<file path="config.mk">
export PLATFORM = sky130hd
export DESIGN_NAME = i2c_master_nbyte
export DESIGN_NICKNAME = d
export VERILOG_FILES = /design/src/rtl/i2c_master_nbyte.sv
export SDC_FILE = /design/constraint.sdc
export NUM_CORES = 1
export LEC_CHECK = 0
export CAP_MARGIN = 20
export CORE_ASPECT_RATIO = 1.25
export CORE_MARGIN = 3
export CORE_UTILIZATION = 40
export CTS_CLUSTER_DIAMETER = 40
export DETAILED_ROUTE_END_ITERATION = 6
export HOLD_SLACK_MARGIN = 0.08
export PLACE_DENSITY = 0.74
export REMOVE_ABC_BUFFERS = 1
export SYNTH_ARGS = -nofsm -noshare
export SYNTH_HDL_FRONTEND = slang
export SYNTH_SLANG_ARGS = --single-unit
</file>
<file path="constraint.sdc">
create_clock -name clk -period 6.1 [get_ports clk]
set_input_delay 0.915 -clock clk [delete_from_list [all_inputs] [get_ports clk]]
set_output_delay 0.915 -clock clk [all_outputs]
set_load 0.02 [all_outputs]
</file>
<file path="src/rtl/i2c_master_nbyte.sv">
// Multi-byte I2C master: programmable SCL divider, runtime 7-bit address and byte count,
// MSB-first framing, master ACK/NACK on reads, slave NACK abort, byte-level host handshake.
module i2c_master_nbyte #(
    parameter int unsigned CLK_DIV = 4,
    parameter int unsigned LEN_W   = 4
) (
    input  logic             clk,
    input  logic             rst,
    input  logic             start,
    input  logic             rw,
    input  logic [6:0]       addr,
    input  logic [LEN_W-1:0] len,
    input  logic [7:0]       data_in,
    output logic             wr_ready,
    output logic [7:0]       data_out,
    output logic             rd_valid,
    output logic             busy,
    output logic             done,
    output logic             nack,
    output logic [3:0]       state,
    output logic             sclk,
    output logic             sda_out,
    input  logic             sda_in
);

    localparam int unsigned CNT_W = (CLK_DIV > 1) ? $clog2(CLK_DIV) : 1;

    typedef enum logic [3:0] {
        IDLE      = 4'd0,
        START     = 4'd1,
        ADDR      = 4'd2,
        ADDR_ACK  = 4'd3,
        WRITE     = 4'd4,
        WRITE_ACK = 4'd5,
        READ      = 4'd6,
        READ_ACK  = 4'd7,
        STOP      = 4'd8
    } state_t;

    state_t             state_q, state_d;
    logic [CNT_W-1:0]   cnt;
    logic [1:0]         qtr;
    logic [2:0]         bit_cnt;
    logic [7:0]         sr;
    logic               rw_q;
    logic [LEN_W-1:0]   left;
    logic               nack_q;
    logic               sclk_q, sda_q, sclk_d, sda_d;
    logic [7:0]         data_out_q;
    logic               rd_valid_q;
    logic               tick, accept, bit_sda, last_byte;

    assign tick      = (cnt == CNT_W'(CLK_DIV - 1));
    assign last_byte = (left == LEN_W'(1));

    always_ff @(posedge clk or negedge rst) begin
        if (!rst) state_q <= IDLE;
        else      state_q <= state_d;
    end

    always_comb begin
        state_d = state_q;
        case (state_q)
            IDLE:      if (start) state_d = START;
            START:     if (tick && qtr == 2'd1) state_d = ADDR;
            ADDR:      if (tick && qtr == 2'd3 && bit_cnt == 3'd0) state_d = ADDR_ACK;
            ADDR_ACK:  if (tick && qtr == 2'd3) begin
                           if (sda_in || left == '0) state_d = STOP;
                           else if (rw_q)            state_d = READ;
                           else                      state_d = WRITE;
                       end
            WRITE:     if (tick && qtr == 2'd3 && bit_cnt == 3'd0) state_d = WRITE_ACK;
            WRITE_ACK: if (tick && qtr == 2'd3) state_d = (sda_in || last_byte) ? STOP : WRITE;
            READ:      if (tick && qtr == 2'd3 && bit_cnt == 3'd0) state_d = READ_ACK;
            READ_ACK:  if (tick && qtr == 2'd3) state_d = last_byte ? STOP : READ;
            STOP:      if (tick && qtr == 2'd2) state_d = IDLE;
            default:   state_d = IDLE;
        endcase
    end

    always_comb begin
        accept   = (state_q == IDLE) && start;
        done     = (state_q == STOP) && tick && (qtr == 2'd2);
        wr_ready = (state_q == WRITE) && tick && (qtr == 2'd0) && (bit_cnt == 3'd7);
        busy     = (state_q != IDLE) && !done;
        case (state_q)
            ADDR, WRITE: bit_sda = wr_ready ? data_in[7] : sr[7];
            READ_ACK:    bit_sda = last_byte;
            default:     bit_sda = 1'b1;
        endcase
        sclk_d = sclk_q;
        sda_d  = sda_q;
        case (state_q)
            IDLE: begin
                sclk_d = 1'b1;
                sda_d  = 1'b1;
            end
            START: if (tick) begin
                if (qtr == 2'd0) sda_d  = 1'b0;
                else             sclk_d = 1'b0;
            end
            STOP: if (tick) begin
                case (qtr)
                    2'd0:    begin sclk_d = 1'b0; sda_d = 1'b0; end
                    2'd1:    sclk_d = 1'b1;
                    default: sda_d  = 1'b1;
                endcase
            end
            // every bit-carrying state: drive on q0 with SCL low, raise SCL on q2
            default: if (tick) begin
                if (qtr == 2'd0) begin
                    sclk_d = 1'b0;
                    sda_d  = bit_sda;
                end else if (qtr == 2'd2) begin
                    sclk_d = 1'b1;
                end
            end
        endcase
    end

    always_ff @(posedge clk or negedge rst) begin
        if (!rst) begin
            cnt        <= '0;
            qtr        <= '0;
            bit_cnt    <= 3'd7;
            sr         <= '0;
            rw_q       <= 1'b0;
            left       <= '0;
            nack_q     <= 1'b0;
            sclk_q     <= 1'b1;
            sda_q      <= 1'b1;
            data_out_q <= '0;
            rd_valid_q <= 1'b0;
        end else begin
            rd_valid_q <= 1'b0;
            sclk_q     <= sclk_d;
            sda_q      <= sda_d;
            if (accept) begin
                cnt     <= '0;
                qtr     <= '0;
                bit_cnt <= 3'd7;
                sr      <= {addr, rw};
                rw_q    <= rw;
                left    <= len;
                nack_q  <= 1'b0;
            end else if (state_q != IDLE) begin
                cnt <= tick ? '0 : cnt + CNT_W'(1);
                if (tick) begin
                    qtr <= (state_d != state_q) ? 2'd0 : qtr + 2'd1;
                    if (wr_ready) begin
                        sr <= data_in;
                    end else if (qtr == 2'd3) begin
                        // bit_cnt wraps 0 -> 7, so it is ready for the next byte without a reload
                        case (state_q)
                            ADDR, WRITE: begin
                                sr      <= {sr[6:0], 1'b0};
                                bit_cnt <= bit_cnt - 3'd1;
                            end
                            READ: begin
                                sr      <= {sr[6:0], sda_in};
                                bit_cnt <= bit_cnt - 3'd1;
                                if (bit_cnt == 3'd0) begin
                                    data_out_q <= {sr[6:0], sda_in};
                                    rd_valid_q <= 1'b1;
                                end
                            end
                            ADDR_ACK: if (sda_in) nack_q <= 1'b1;
                            WRITE_ACK: begin
                                if (sda_in) nack_q <= 1'b1;
                                else        left   <= left - LEN_W'(1);
                            end
                            READ_ACK: left <= left - LEN_W'(1);
                            default: ;
                        endcase
                    end
                end
            end
        end
    end

    assign state    = state_q;
    assign nack     = nack_q;
    assign data_out = data_out_q;
    assign rd_valid = rd_valid_q;
    assign sclk     = sclk_q;
    assign sda_out  = sda_q;

endmodule

</file>
# After elaboration in Yosys (flattened, before gate mapping)
# Cells that the tools add are included.
dict set report word_totals {
  in_bits 24
  regBits 36
  output_inout_bits 19
}
dict set report op_classes {
  n_mux 71
  n_bitwise 2
  addsub 4
  eq_ne 23
  reduce_logical 42
}
# op n
set op_table {}
lappend op_table {{4-bit two-way mux} 18}
lappend op_table {{8-bit two-way mux} 5}
lappend op_table {{4-bit case mux with 9 select lines} 1}
lappend op_table {{1-bit two-way mux} 26}
lappend op_table {{6-bit AND reduction} 4}
lappend op_table {{3-bit two-way mux} 6}
lappend op_table {{4-bit by 3-bit == test with 1-bit output (second input constant)} 4}
lappend op_table {{2-bit two-way mux} 8}
lappend op_table {{8-bit case mux with 2 select lines} 1}
lappend op_table {{2-bit nonzero test} 7}
lappend op_table {{1-bit logical AND} 11}
lappend op_table {{2-bit inequality test (second input constant)} 5}
lappend op_table {{3-bit nonzero test} 3}
lappend op_table {{4-bit by 1-bit == test with 1-bit output (second input constant)} 2}
lappend op_table {{4-bit by 2-bit == test with 1-bit output (second input constant)} 2}
lappend op_table {{4-bit logical NOT} 2}
lappend op_table {{4-bit case mux with 2 select lines} 1}
lappend op_table {{4-bit nonzero test} 2}
lappend op_table {{7-bit AND reduction} 1}
lappend op_table {{2-bit == test (second input constant)} 3}
lappend op_table {{1-bit case mux with 2 select lines} 3}
lappend op_table {{1-bit case mux with 3 select lines} 2}
lappend op_table {{5-bit AND reduction} 1}
lappend op_table {{5-bit nonzero test} 1}
lappend op_table {{other kinds (19)} 23}

# Depth between registers and ports, before layout
# Gate-level depths: netlist of the first run.
dict set report depth {
  ltp_word 10
  depth_mapped 9
  ltp_nobuf 7
}

# Worst setup path before layout of the first run
# No wires, ideal clock.
dict set report synth_path {
  path_type {register to output}
  startpoint {register state_q[2] (netlist: state[2])}
  endpoint {output busy}
  arrival_ps 1996
  required_time_ps 5185
  stages_incl_launch_ff 6
  n_path_buf 2
  path_slack_ps 3189
  cell_sequence {dfrtp_1 -> buf_4 -> clkbuf_1 -> nand2b_1 -> nor4_1 -> nor2_1}
}
dict set report synth_between {
  elab_chain_cells 5
}
# item line_no
set synth_lines {}
lappend synth_lines {{start: declaration} 40} ;# state_t state_q, state_d;
lappend synth_lines {{start signal: assignment} 58} ;# else state_q <= state_d;
lappend synth_lines {{4-bit == test} 83} ;# done = (state_q == STOP) && tick && (qtr == 2'd2);
lappend synth_lines {{1-bit logical AND (2 in series)} 83}
lappend synth_lines {{via done} 18} ;# output logic done,
lappend synth_lines {{1-bit logical NOT} 85} ;# busy = (state_q != IDLE) && !done;
lappend synth_lines {{1-bit logical AND} 85}
lappend synth_lines {{end: declaration} 17} ;# output logic busy,
# The timed path passes the listed nets, and every way through them passes these cells.

# Worst setup path after layout of the first run
dict set report layout_path {
  startpoint {register cnt[0]}
  endpoint {output wr_ready}
}
dict set report layout_between {
  elab_chain_cells 4
}
# item line_no
set layout_lines {}
lappend layout_lines {{start: declaration} 41} ;# logic [CNT_W-1:0] cnt;
lappend layout_lines {{start signal: assignment} 147} ;# cnt <= tick ? '0 : cnt + CNT_W'(1);
lappend layout_lines {{2-bit == test} 53} ;# assign tick = (cnt == CNT_W'(CLK_DIV - 1));
lappend layout_lines {{1-bit logical AND (3 in series)} 84} ;# wr_ready = (state_q == WRITE) && tick && (qtr == 2'd0) && (bit_cnt == 3'd7);
lappend layout_lines {{end: declaration} 14} ;# output logic wr_ready,
# No other way between the ends.

==> run_results.csv, run 1 <==
group,metric,value,unit
status,status,"complete, no violations",
cts,clock_path_buffers,2,
placed_design,port-buffer-count,42,
route,drc,0,
route,routed_wl,5.34,mm
synth,synth_area,0.00228,mm2
timing,tns,0,ns
worst_hold_path,holdPathStages,1,
route,wire_per_inst,15.7,um
timing,setup_viol,0,
floorplanning,initial_core_util,41.5,%
global_route,grt-ovfl-total,0,
setup_path,end_kind,"output port",
synth,netlist_instances,241,
timing,clock_skew,0.00606,ns
setup_path,r2r-end,"sr[0]",
final_layout,drive_above_1_share,9.39,%
cts,h-tree-depth,2,
global_route,grt_pass1_vias,1826,
placed_design,hpwlAfterDp,3.71,mm
synth,ys_async_sr_fraction,100,%
cts,clock-sinks,36,
synth,synth_most_common_cell,"dfrtp_1",
setup_path,crit_path_start_kind,"register",
timing,min_period_over_period,58.3,%
synth,synth_cell_types,59,
final_layout,fin_nets,311,
floorplanning,core_area,0.00548,mm2
synth,yosysSeqAreaShare,39.9,%
route,vias,1935,
timing,maxSlewHeadroom,32.2,%
floorplanning,rows,30,
setup_path,r2r_cells,6,
setup_path,critical_path_class,"reg2out",
cts,clk_pin_slew,0.08,ns
final_layout,fillers,537,
setup_path,regToRegSetupSlack,3.33,ns
synth,yosys.area.top_type_share,34.1,%
global_route,track_usage,16.6,%
cts,clk-insertion-delay-late,0.30,ns
setup_path,worstPathMaxFanout,13,
synth,synth_warnings,0,
synth,synth_common_cells,"dfrtp_1 (31), inv_1 (22), nor2_1 (16)",
floorplanning,die_h,90.3,um
cts,cts_tree,"done",
route,first_iter_violations,242,
cts,cts_resized,0,
setup_path,crit_required,5.18,ns
route,viasPerCell,5.67,
timing,max_freq,281,MHz
synth,syn_area_per_cell,9.44,um2
synth,ys_ff_latch,36,
route,dr.pass1.iters,4,
power_and_ir_drop,ir_worst_vdd,0.137,mV
timing,hold_violations,0,
timing,grt_setup_unrepaired,"false",
synth,synthTopCellsByArea,"dfrtp_1 (34%), ha_1 (6.0%), dfstp_2 (5.8%)",
setup_path,r2r_start,"cnt[0]",
timing,worst_slack,2.55,ns
timing,tightestPinTransition,1.01,ns
timing,period_minus_slack,3.55,ns
worst_hold_path,hold_class,"reg2reg",
floorplanning,die_w,73.5,um
floorplanning,die_area,0.00664,mm2
floorplanning,io_pins,43,
global_route,antenna_found_initial,0,
timing,drv_slew,0,
flow_run,cap_violations,0,
final_layout,antenna_cells,0,
route,drtAntennaViolNets,0,
power_and_ir_drop,leakagePower,1.16,nW
global_route,grt_pass1_wl,8.80,mm
cts,cts_hold_buf,0,
setup_path,cp.arrival,2.64,ns
final_layout,area_delta_synth_final,24.4,%
synth,synth_edf_count,0,
cts,cts_setup_buffers,0,
global_route,grt_max_degree,37,
synth,synth_area_leader_cell,"dfrtp_1",
power_and_ir_drop,power_density,385,mW/mm2
cts,root_buffer,"clkbuf_8",
synth,ys.flop_type,"dfrtp_1",
placed_design,place.gp.congestion,0.840,
worst_hold_path,min_from,"cnt[0]",
worst_hold_path,min_to,"cnt[0]",
placed_design,dp_slack,2.88,ns
cts,cts_buffers,5,
[worst max path at each step]
stage / startpoint / endpoint
finish: cnt[0] / wr_ready
global route: cnt[0] / wr_ready
CTS: cnt[0] / wr_ready
detailed placement: cnt[0] / wr_ready
global placement: cnt[0] / wr_ready
floorplan: state[3] / busy
[per-stage QoR]
stage	hold slack [ns]	util (%)	power (mW)	instances	area [um2]
finish	0.502	51.7	1.09	341	2830
global route	0.534	51.7	1.17	341	2830
detailed placement	0.476	49.6	0.875	333	2720
CTS	0.494	51.7	1.09	341	2830
global placement	0.468	49.6	0.859	333	2720
floorplan	0.446	-	0.724	226	2210
[metal layers]
layer | up-vias | part of all wire [%] | GRT usage (%)
li1 | 945 | - | -
met1 | 905 | 43 | 22.6
met2 | 76 | 49 | 26.3
met3 | 9 | 6.9 | 3.45
met4 | 0 | 1.6 | 4.98
met5 | - | 0 | 0
[layout make-up]
cell class | count | area [um2] | area share, %
Clock inverter | 3 | 42.5 | 1.50
Multi-Input combinational cell | 168 | 1220 | 43.2
Clock buffer | 5 | 68.8 | 2.43
Timing Repair Buffer | 43 | 428 | 15.1
Tap cell | 64 | 80.1 | 2.83
Sequential cell | 36 | 907 | 32.0
Inverter | 22 | 82.6 | 2.92
[logic make-up (layout without fill, tap and decap cells)]
group | after synthesis | in the layout | share of synthesized area [%]
AND/OR/NAND/NOR | 71 | 71 | 18.3
AO/OA/AOI/OAI | 65 | 65 | 19.7
buffers and inverters | 37 | 73 | 6.43
flip-flops | 36 | 36 | 39.9
multiplexers | 17 | 17 | 8.14
adder cells (fa/ha/maj) | 11 | 11 | 6.05
XOR/XNOR | 4 | 4 | 1.54
[power breakdown]
part           total [mW]  internal (mW)  switching [mW]  leakage, nW
logic               0.453          0.203           0.250        0.694
clock network       0.218          0.121          0.0965       0.0541
registers           0.418          0.324          0.0944        0.408
total                1.09          0.648           0.441         1.16
[worst max-delay path: stages (launching register included)]
cell and delay, ns:
dfrtp_1 0.38, ha_1 0.44, and4_1 0.32, and4b_1 0.51, clkdlybuf4s50_1 0.70
[cells in the final DEF, fill, tap and decap left out, types with 2 or more instances in the layout]
cell type / n
a211oi_1: 2
a21oi_1: 13
a222oi_1: 7
a2bb2oi_1: 2
a31oi_1: 3
a41oi_1: 2
and2_0: 2
clkbuf_8: 5
clkdlybuf4s50_1: 42
dfrtp_1: 31
dfstp_2: 5
ha_1: 11
inv_1: 22
mux2_2: 4
mux2i_1: 10
nand2_1: 12
nand2b_1: 2
nand3_1: 8
nand3b_1: 3
nand4b_1: 2
nor2_1: 16
nor3_1: 5
nor4_1: 3
o21ai_0: 10
o21ai_1: 10
o22ai_1: 4
o31ai_1: 3
or3_1: 2
xnor2_1: 4
[sequential cells by signal, indices dropped and copies added, names as in the netlist]
register / flops
data_out: 8
bit_cnt: 3
rd_valid: 1
rw_q: 1
sr: 8
cnt: 2
sclk: 1
state: 4
qtr: 2
nack: 1
sda_out: 1
left: 4
No activity file was read; power rests on OpenSTA's default activity.
==> run 2, diff against run 1 <==
==> constraint.sdc (replaced) <==
create_clock -name clk -period 3.4 [get_ports clk]
set_input_delay 0.51 -clock clk [delete_from_list [all_inputs] [get_ports clk]]
set_output_delay 0.51 -clock clk [all_outputs]
set_load 0.02 [all_outputs]
==> run_results.csv, run 2 (synthesized netlist as in run 1, its figures left out) <==
group,metric,value,unit
cts,root_buffer,"clkbuf_8",
power_and_ir_drop,ir_worst_vdd,0.255,mV
cts,clk_pin_slew,0.08,ns
cts,cts_buffers,5,
timing,min_period_over_period,82.8,%
final_layout,most-common-layout-cells,"clkdlybuf4s50_1 (42), dfrtp_1 (31), inv_1 (22)",
placed_design,dp.cells,339,
final_layout,mostFrequentLayoutCell,"clkdlybuf4s50_1",
cts,cts_hold_buf,0,
setup_path,cp.arrival,2.31,ns
route,first_iter_violations,212,
route,viasPerCell,5.91,
route,dr.pass1.iters,7,
setup_path,r2r_cells,7,
route,vias,2051,
power_and_ir_drop,power_density,691,mW/mm2
power_and_ir_drop,finalPower,1.99,mW
global_route,grt_pass1_wl,9.47,mm
floorplanning,initial_core_util,41.5,%
global_route,grt-ovfl-total,0,
timing,drv_slew,0,
timing,clock_skew,0.00520,ns
power_and_ir_drop,pwr-share-clk,19.5,%
global_route,track_usage,17.9,%
worst_hold_path,min_to,"sda_out",
route,routed_wl,5.57,mm
cts,clock_path_buffers,2,
timing,tns,0,ns
cts,clock-sinks,36,
power_and_ir_drop,leakagePower,1.19,nW
route,drtAntennaViolNets,0,
power_and_ir_drop,intPower,1.18,mW
floorplanning,core_area,0.00548,mm2
route,wire_per_inst,16.0,um
setup_path,crit_required,2.89,ns
timing,setup_viol,0,
setup_path,worstPathMaxFanout,21,
placed_design,hpwlAfterDp,3.89,mm
power_and_ir_drop,p_sw,807,uW
placed_design,port-buffer-count,42,
power_and_ir_drop,comb_power_share,43.1,%
cts,cts_tree,"done",
status,status,"finished with violations",
cts,clk-insertion-delay-late,0.30,ns
global_route,grt_max_degree,37,
setup_path,r2r-end,"sr[0]",
worst_hold_path,hold_class,"reg2reg",
setup_path,regToRegSetupSlack,0.65,ns
final_layout,area_delta_synth_final,26.4,%
final_layout,fin_util,52.5,%
cts,h-tree-depth,2,
timing,hold_violations,0,
worst_hold_path,holdPathStages,2,
final_layout,fin_nets,317,
worst_hold_path,min_from,"sda_out",
setup_path,end_kind,"output port",
floorplanning,io_pins,43,
floorplanning,die_h,90.3,um
status,violations,"design-rule violations",
floorplanning,die_area,0.00664,mm2
final_layout,fillers,496,
flow_run,cap_violations,0,
power_and_ir_drop,switching_share,40.6,%
timing,maxSlewHeadroom,47.2,%
setup_path,critical_path_class,"reg2out",
global_route,grt_pass1_vias,1963,
final_layout,antenna_cells,0,
floorplanning,die_w,73.5,um
power_and_ir_drop,p_seq_share,37.3,%
cts,cts_setup_buffers,0,
setup_path,crit_path_start_kind,"register",
timing,period_minus_slack,2.82,ns
timing,fin_hold_ws,0.499,ns
timing,tightestPinTransition,0.792,ns
cts,cts_resized,0,
floorplanning,rows,30,
final_layout,drive_above_1_share,11.3,%
timing,max_freq,355,MHz
setup_path,r2r_start,"qtr[0]",
global_route,antenna_found_initial,0,
timing,grt_setup_unrepaired,"false",
route,drc,4,
placed_design,place.gp.congestion,0.812,
final_layout,layout.cells.non_filler,347,
-- run 2: worst max path at each step --
stage,start,endpoint,slack (ns),depth (start not counted)
global placement,start,sr[0],0.67,5
floorplan,cnt[0],sr[0],0.96,6
finish,state[2],busy,0.58,3
CTS,qtr[0],wr_ready,0.57,5
global route,qtr[0],wr_ready,0.45,5
detailed placement,start,sr[0],0.65,5
-- run 2: routing by layer --
layer	track usage (%)	vias to the layer above	share of wire [%]
met4	6.19	0	1.5
met2	28.1	90	49
met1	24.0	994	42
met3	3.90	10	7.1
li1	-	957	-
met5	0	-	0
-- run 2: final cells by class --
cell class | count | area, um2 | area share, %
Tap cell | 64 | 80.1 | 2.78
Inverter | 22 | 82.6 | 2.87
Sequential cell | 36 | 907 | 31.5
Clock buffer | 5 | 68.8 | 2.39
Multi-Input combinational cell | 168 | 1220 | 42.5
Clock inverter | 3 | 42.5 | 1.48
Timing Repair Buffer | 49 | 473 | 16.4
-- run 2: through the flow --
stage | worst slack, ns | instance area, um2
2_1_floorplan | 0.963 | 2210
3_3_place_gp | 0.674 | 2770
3_5_place_dp | 0.647 | 2770
4_1_cts | 0.566 | 2880
5_1_grt | 0.446 | 2880
6_report | 0.584 | 2880
-- run 2: power by group through the flow --
stage	Combinational [mW]	Clock (mW)	Sequential, mW
detailed placement	0.851	0	0.747
CTS	0.855	0.397	0.741
finish	0.857	0.389	0.743
global route	0.953	0.413	0.766
global placement	0.827	0	0.739
floorplan	0.559	0	0.739
-- run 2: critical path, cell delays in order (launching register included) --
cell and delay, ns:
dfrtp_1 0.65, nor4_4 0.70, nor2_1 0.10, clkdlybuf4s50_1 0.56
